<file path="src/rtl/sram_stream_reader.sv">
// sram_stream_reader: reads a block of consecutive words from a 1-cycle-latency
// synchronous SRAM and presents them as a valid/ready stream with a last flag.
// A 2-entry skid FIFO absorbs the read latency so the stream can run at one
// word per cycle while still honouring downstream back-pressure.
// Optional feature: define SRAM_RD_ERR_EN to add an err output that rejects
// zero-length or address-overflowing requests instead of wrapping.
module sram_stream_reader #(
  parameter int DATA_W = 64,
  parameter int ADDR_W = 6
) (
  input  logic              clk,
  input  logic              rst_n,
  input  logic              start,
  input  logic [ADDR_W-1:0] base_addr,
  input  logic [ADDR_W:0]   length,
  output logic              busy,
  output logic              done,
  output logic              sram_csb,
  output logic              sram_wsb,
  output logic [ADDR_W-1:0] sram_raddr,
  input  logic [DATA_W-1:0] sram_rdata,
  output logic              out_valid,
  input  logic              out_ready,
  output logic [DATA_W-1:0] out_data,
  output logic              out_last
`ifdef SRAM_RD_ERR_EN
  ,
  output logic              err
`endif
);

  typedef enum logic [1:0] {
    IDLE  = 2'd0,
    RUN   = 2'd1,
    DRAIN = 2'd2
  } state_e;

  state_e              state_q, state_d;
  logic [ADDR_W-1:0]   raddr_q, raddr_d;          // address of the next read to issue
  logic [ADDR_W:0]     remain_q, remain_d;        // reads still to be issued
  logic                inflight_q, inflight_d;    // a read was issued last cycle
  logic                inflight_last_q, inflight_last_d;
  logic [1:0]          occ_q, occ_d;              // FIFO occupancy (0..2)
  logic                rd_ptr_q, rd_ptr_d;
  logic                wr_ptr_q, wr_ptr_d;
  logic [DATA_W-1:0]   fifo_data_q [2];
  logic                fifo_last_q [2];

  logic                start_ok;
  logic                push;
  logic                pop;
  logic                issue;
  logic [1:0]          pending;

`ifdef SRAM_RD_ERR_EN
  localparam logic [ADDR_W+1:0] DEPTH = {2'b01, {ADDR_W{1'b0}}};
  logic                range_bad;
  logic [ADDR_W+1:0]   end_addr;
  logic                err_q, err_d;
`endif

  // Request acceptance and read-issue qualification.
  always_comb begin
`ifdef SRAM_RD_ERR_EN
    end_addr  = {2'b00, base_addr} + {1'b0, length};
    range_bad = (length == '0) || (end_addr > DEPTH);
    start_ok  = start && (state_q == IDLE) && !range_bad;
    err_d     = start && (state_q == IDLE) && range_bad;
`else
    start_ok  = start && (state_q == IDLE) && (length != '0);
`endif
    push    = inflight_q;
    pop     = out_valid && out_ready;
    pending = occ_q + {1'b0, inflight_q};
    // Issue only while the FIFO is guaranteed a free slot when the data lands.
    issue   = (state_q == RUN) && (remain_q != '0) && ((pending < 2'd2) || pop);
  end

  // Next-state logic for the FSM, address/count tracking and FIFO pointers.
  always_comb begin
    // NOTE: every signal gets a default before the case so no path leaves it
    // unassigned, which would otherwise infer a latch.
    state_d         = state_q;
    raddr_d         = raddr_q;
    remain_d        = remain_q;
    inflight_d      = issue;
    inflight_last_d = issue && (remain_q == {{ADDR_W{1'b0}}, 1'b1});
    occ_d           = occ_q + {1'b0, push} - {1'b0, pop};
    wr_ptr_d        = wr_ptr_q ^ push;
    rd_ptr_d        = rd_ptr_q ^ pop;
    unique case (state_q)
      IDLE: begin
        if (start_ok) begin
          state_d  = RUN;
          raddr_d  = base_addr;
          remain_d = length;
        end
      end
      RUN: begin
        if (issue) begin
          raddr_d  = raddr_q + 1'b1;
          remain_d = remain_q - 1'b1;
          if (remain_q == {{ADDR_W{1'b0}}, 1'b1}) state_d = DRAIN;
        end
      end
      DRAIN: begin
        if ((occ_q == 2'd0) && !inflight_q) state_d = IDLE;
      end
      default: state_d = IDLE;
    endcase
  end

  // Control state registers; reset also discards any read still in flight.
  always_ff @(posedge clk or negedge rst_n) begin
    if (!rst_n) begin
      state_q         <= IDLE;
      raddr_q         <= '0;
      remain_q        <= '0;
      inflight_q      <= 1'b0;
      inflight_last_q <= 1'b0;
      occ_q           <= 2'd0;
      rd_ptr_q        <= 1'b0;
      wr_ptr_q        <= 1'b0;
    end else begin
      // NOTE: sequential state uses non-blocking assignments so every flop
      // samples values from before the edge, independent of statement order.
      state_q         <= state_d;
      raddr_q         <= raddr_d;
      remain_q        <= remain_d;
      inflight_q      <= inflight_d;
      inflight_last_q <= inflight_last_d;
      occ_q           <= occ_d;
      rd_ptr_q        <= rd_ptr_d;
      wr_ptr_q        <= wr_ptr_d;
    end
  end

  // FIFO storage captures SRAM data the cycle after each issue.
  always_ff @(posedge clk) begin
    // NOTE: the data array is deliberately not reset; occupancy is, and the
    // outputs are gated by out_valid, so stale contents are never visible.
    if (push) begin
      fifo_data_q[wr_ptr_q] <= sram_rdata;
      fifo_last_q[wr_ptr_q] <= inflight_last_q;
    end
  end

`ifdef SRAM_RD_ERR_EN
  // One-cycle rejection pulse for a malformed request.
  always_ff @(posedge clk or negedge rst_n) begin
    if (!rst_n) err_q <= 1'b0;
    else        err_q <= err_d;
  end
  assign err = err_q;
`endif

  // Output decode; all terms come from registers except the pop-qualified issue.
  always_comb begin
    busy       = (state_q != IDLE);
    done       = (state_q == DRAIN) && (occ_q == 2'd0) && !inflight_q;
    sram_csb   = ~issue;
    sram_wsb   = 1'b1;
    sram_raddr = raddr_q;
    out_valid  = (occ_q != 2'd0);
    out_data   = out_valid ? fifo_data_q[rd_ptr_q] : '0;
    out_last   = out_valid ? fifo_last_q[rd_ptr_q] : 1'b0;
  end

endmodule

</file>
<file path="config.mk">
export PLATFORM = sky130hd
export DESIGN_NAME = sram_stream_reader
export DESIGN_NICKNAME = d
export VERILOG_FILES = /design/src/rtl/sram_stream_reader.sv
export SDC_FILE = /design/constraint.sdc
export NUM_CORES = 1
export LEC_CHECK = 0
export BUFFER_PORTS_ARGS = -buffer_cell sky130_fd_sc_hd__buf_2
export CAP_MARGIN = 0
export CORE_ASPECT_RATIO = 1.75
export CORE_MARGIN = 1.5
export CORE_UTILIZATION = 52
export DETAILED_ROUTE_END_ITERATION = 8
export GPL_TIMING_DRIVEN = 0
export PLACE_DENSITY = 0.74
export REMOVE_ABC_BUFFERS = 1
export SYNTH_ARGS = -nofsm -noshare
export SYNTH_HDL_FRONTEND = slang
export SYNTH_SLANG_ARGS = --single-unit
</file>
<file path="constraint.sdc">
create_clock -name clk -period 4.5 [get_ports clk]
set_input_delay 0.45 -clock clk [delete_from_list [all_inputs] [get_ports clk]]
set_output_delay 0.45 -clock clk [all_outputs]
set_load 0.1 [all_outputs]
</file>
# ---- Yosys cells after proc, flatten, opt, wreduce, memory -nomap -nowiden
# Memories as Yosys holds them, arrays and structs flattened.
# Cells that the tools add are included.
dict set report word_totals {
  regBits 21
  latch_bits 0
  mem_bits_rw 130
  mem_bits_ro 0
  in_bits 81
  memories 2
}
# memory depth word_bits read_ports rd_ports_with_merged_regs write_ports line
set mem_list {}
lappend mem_list {fifo_data_q 2 64 1 0 1 46} ;# logic [DATA_W-1:0] fifo_data_q [2];
lappend mem_list {fifo_last_q 2 1 1 0 1 47} ;# logic fifo_last_q [2];
dict set report op_classes {
  addsub 4
  mul 0
  div 0
  magnitude_cmp 1
  n_eq_ne 7
  shift 0
  n_mux 15
  n_bitwise 3
  n_reduce_logical 20
}
# op n
set ops {}
lappend ops {{64-bit 2-to-1 mux} 1}
lappend ops {{7-bit 2-to-1 mux} 2}
lappend ops {{7-bit case mux with 2 select lines} 1}
lappend ops {{7-bit nonzero test} 2}
lappend ops {{6-bit 2-to-1 mux} 2}
lappend ops {{6-bit case mux with 2 select lines} 1}
lappend ops {{1-bit logical AND} 9}
lappend ops {{2-bit 2-to-1 mux} 4}
lappend ops {{7-bit by 1-bit equality test with 1-bit output, second input constant} 1}
lappend ops {{7-bit by 1-bit subtractor with 7-bit output, second input constant} 1}
lappend ops {{6-bit by 1-bit adder with 6-bit output, second input constant} 1}
lappend ops {{2-bit != test, second input constant} 3}
lappend ops {{2-bit case mux with 3 select lines} 1}
lappend ops {{2-bit nonzero test} 3}
lappend ops {{2-bit zero test} 2}
lappend ops {{4-bit AND reduction} 1}
lappend ops {{1-bit 2-to-1 mux} 3}
lappend ops {{3-bit AND reduction} 1}
lappend ops {{2-bit by 1-bit adder with 2-bit output} 1}
lappend ops {{2-bit by 1-bit equality test with 1-bit output, second input constant} 1}
lappend ops {{2-bit equality test, second input constant} 1}
lappend ops {{2-bit < comparator, second input constant} 1}
lappend ops {{2-bit by 1-bit != test with 1-bit output, second input constant} 1}
lappend ops {{2-bit by 1-bit subtractor with 2-bit output} 1}
lappend ops {{4 further kinds} 5}

# ---- Depth between registers and ports, before layout
dict set report logic_depth {
  ltp_word 6
  mapped_depth 6
}

# ---- Worst setup path before layout
# No wires, ideal clock.
dict set report synth_timing {
  path_kind {reg-to-output}
  from {reg occ_q[1]}
  to {out done}
  arrival_time_ps 4222
  t_required_ps 4050
  slack_ps -172
  stages_incl_launch_ff 4
  cell_sequence {dfrtp_1 > nor2_1 > inv_1 > nor4b_1}
}
dict set report synth_via {
  elab_chain_len 3
}
# item line
set synth_lines {}
lappend synth_lines {{from (decl)} 43} ;# logic [1:0] occ_q, occ_d;
lappend synth_lines {{from (signal assigned)} 121} ;# occ_q <= 2'd0;
lappend synth_lines {{from (signal assigned)} 132} ;# occ_q <= occ_d;
lappend synth_lines {{2-bit zero test} 160} ;# done = (state_q == DRAIN) && (occ_q == 2'd0) && !inflight_q;
lappend synth_lines {{1-bit logical AND (2 in a row)} 160}
lappend synth_lines {{to (decl)} 17} ;# output logic done,
# Every way passes these cells.

# ---- Final worst setup path
# Ends and elaborated chain as after synthesis.

==> out/results.ini <==
[critical_path]
cp-start-kind = flip-flop
end_kind = output pin
rrSetupSlack_ns = 2.38
reg2reg_from = state_q[1]
r2r-end = remain_q[3]
arrival_ns = 2.57
worstSetupPathType = flip-flop to output pin
cp_max_fo = 22
required_ns = 4.05
r2r_cells = 5

[global_route]
track_usage_pct = 20.80
grt_pass1_vias = 4089
grt_pass1_wl_mm = 19.91
grt_start_max_net_pins = 66
overflow = 0
antenna_found_initial = 0

[detailed_routing]
wire_per_inst_um = 17.71
num_vias = 3940
drt_iter0_drc = 196
vias_per_cell = 5.495
ant_nets = 0
wirelength_mm = 12.70
first_pass_iters = 9
drc = 9

[floorplan]
die_h_um = 147.7
ios = 157
die-width_um = 85.67
rows = 52
die_area_um2 = 12650
core_um2 = 11580
start_util_pct = 53.69

[layout]
final_cell_mix = buf_2 (155), edfxtp_1 (130), nor2_1 (72)
regArea_um2 = 4433
drive_gt1_share_pct = 35.22
fin_util_pct = 67.24
layout_commonest_cell = buf_2
n_fill_cell = 832
area_growth_pct = 25.23
fin_nets = 657
multi_input_area_um2 = 1690
antenna_cells = 0

[clock_network]
cts_buffers = 17
htreeDepth = 4
clockRootBuffer = clkbuf_16
cts_buffer_depth = 2
path_clk_slew_ns = 0.06
cts_hold_buf = 0
cts-resized-gates = 0
clkLatencyLatePin_ns = 0.41
clock-sinks = 151
cts_tree = built
post-cts-setup-buffers = 0

[synth]
syn_area_um2 = 6218
syn_inst = 412
synth_cell_type_count = 52
postSynthAreaPerCell_um2 = 15.09
synth_top_area_share_pct = 62.78
yosysSeqAreaShare_pct = 71.23
synth_edf_count = 130
synth_ff_type = edfxtp_1
synth_warnings = 0
yosys.area.top_type = edfxtp_1
netlist_top_cells_area = edfxtp_1 (63%), mux2i_1 (11%), dfrtp_1 (8.5%)
ys_ff_latch = 151
synth-async-reset-ratio_pct = 13.91

[timing]
max_slew_margin_pct = 37.94
skew_ns = 0.01031
finalCritPeriodShare_pct = 67.19
finalHoldViolations = 0
worst_pin_slew_ns = 0.9309
period_minus_slack_ns = 3.024
fmax_ghz = 0.3307
rsz0062_at_grt = false
final_max_slew_viol_count = 0
setup_viol = 0

[outcome]
failed_checks = design-rule violations
outcome = complete, but fails checks

[placed_design]
hpwl_mm = 8.709
place.gp.congestion = 0.8965
place.port_buffers = 155

[hold_path]
hp-class = input port to asynchronous set/reset pin

[flow_run]
max_cap_viol_count = 0

[final cells by class]
class	instances	area share [%]
Tap cell	135	2.169
Timing Repair Buffer	158	11.02
Clock buffer	18	5.511
Clock inverter	14	2.233
Sequential cell	151	56.92
Inverter	9	0.4338
Multi-Input combinational cell	232	21.71
[kinds of logic (layout without fill, tap and decap cells)]
kind of cell | Yosys count | after routing | synth area share, %
compound gates | 36 | 36 | 4.970
xor+xnor | 3 | 3 | 0.4226
fa+ha+maj | 7 | 7 | 1.408
buf+inv | 29 | 199 | 2.113
flops | 151 | 151 | 71.23
mux | 69 | 69 | 11.21
other cells | 1 | 1 | 0.06030
simple gates | 116 | 116 | 8.592
[sequential cells by signal, indices dropped and copies added (netlist names)]
register and cells:
fifo_data_q 128, remain_q 7, sram_raddr 6, fifo_last_q 2, occ_q 2, state_q 2, inflight_last_q 1, inflight_q 1
rd_ptr_q 1, wr_ptr_q 1
[worst max-delay path by stage]
stage	from	endpoint	slack, ns
final	occ_q[1]	done	1.48
after global routing	occ_q[1]	done	1.35
after CTS	occ_q[1]	done	1.47
after detailed placement	occ_q[1]	done	1.93
after global placement	occ_q[1]	done	-1.20
after floorplan	occ_q[1]	done	-3.09
[per-stage QoR]
step	worst slack (ns)	std cells	cell area, µm²	TNS [ns]	hold WS [ns]
floorplan	-3.090	392	6121	-3.391	0.1544
global placement	-1.204	682	7066	-18.65	0.4217
detailed placement	1.935	685	7184	0	0.4372
CTS	1.466	717	7787	0	0.002068
global route	1.347	717	7787	0	0.03152
finish	1.476	717	7787	0	0.005123
[metal layers]
| metal | vias up | GRT usage [%] | wire length [µm] |
|---|---|---|---|
| met4 | 0 | 11.37 | 418 |
| li1 | 1848 | - | - |
| met5 | - | 0 | 0 |
| met3 | 30 | 5.918 | 746 |
| met1 | 1913 | 21.39 | 4410 |
| met2 | 149 | 37.28 | 7124 |
[Yosys cell counts, types with 2 or more instances]
cell / count
edfxtp_1: 130
nor2_1: 73
mux2i_1: 67
dfrtp_1: 21
nand2_1: 11
a21oi_1: 10
buf_2: 9
inv_1: 8
nand3_1: 8
ha_1: 7
nor3_1: 7
clkbuf_1: 6
o211ai_1: 5
o221ai_1: 5
buf_1: 3
nand2b_1: 2
nand3b_1: 2
nor3b_1: 2
o22ai_1: 2
xnor2_1: 2
[worst max-delay path, stage by stage (launching register included)]
cell,delay [ns]
dfrtp_1,0.44
nor2_4,0.53
buf_16,0.24
inv_1,0.10
nor4b_1,0.35
buf_2,0.50
Power is not shown: default switching activity piles up to over one toggle a cycle in this logic, so the estimate is an artifact.
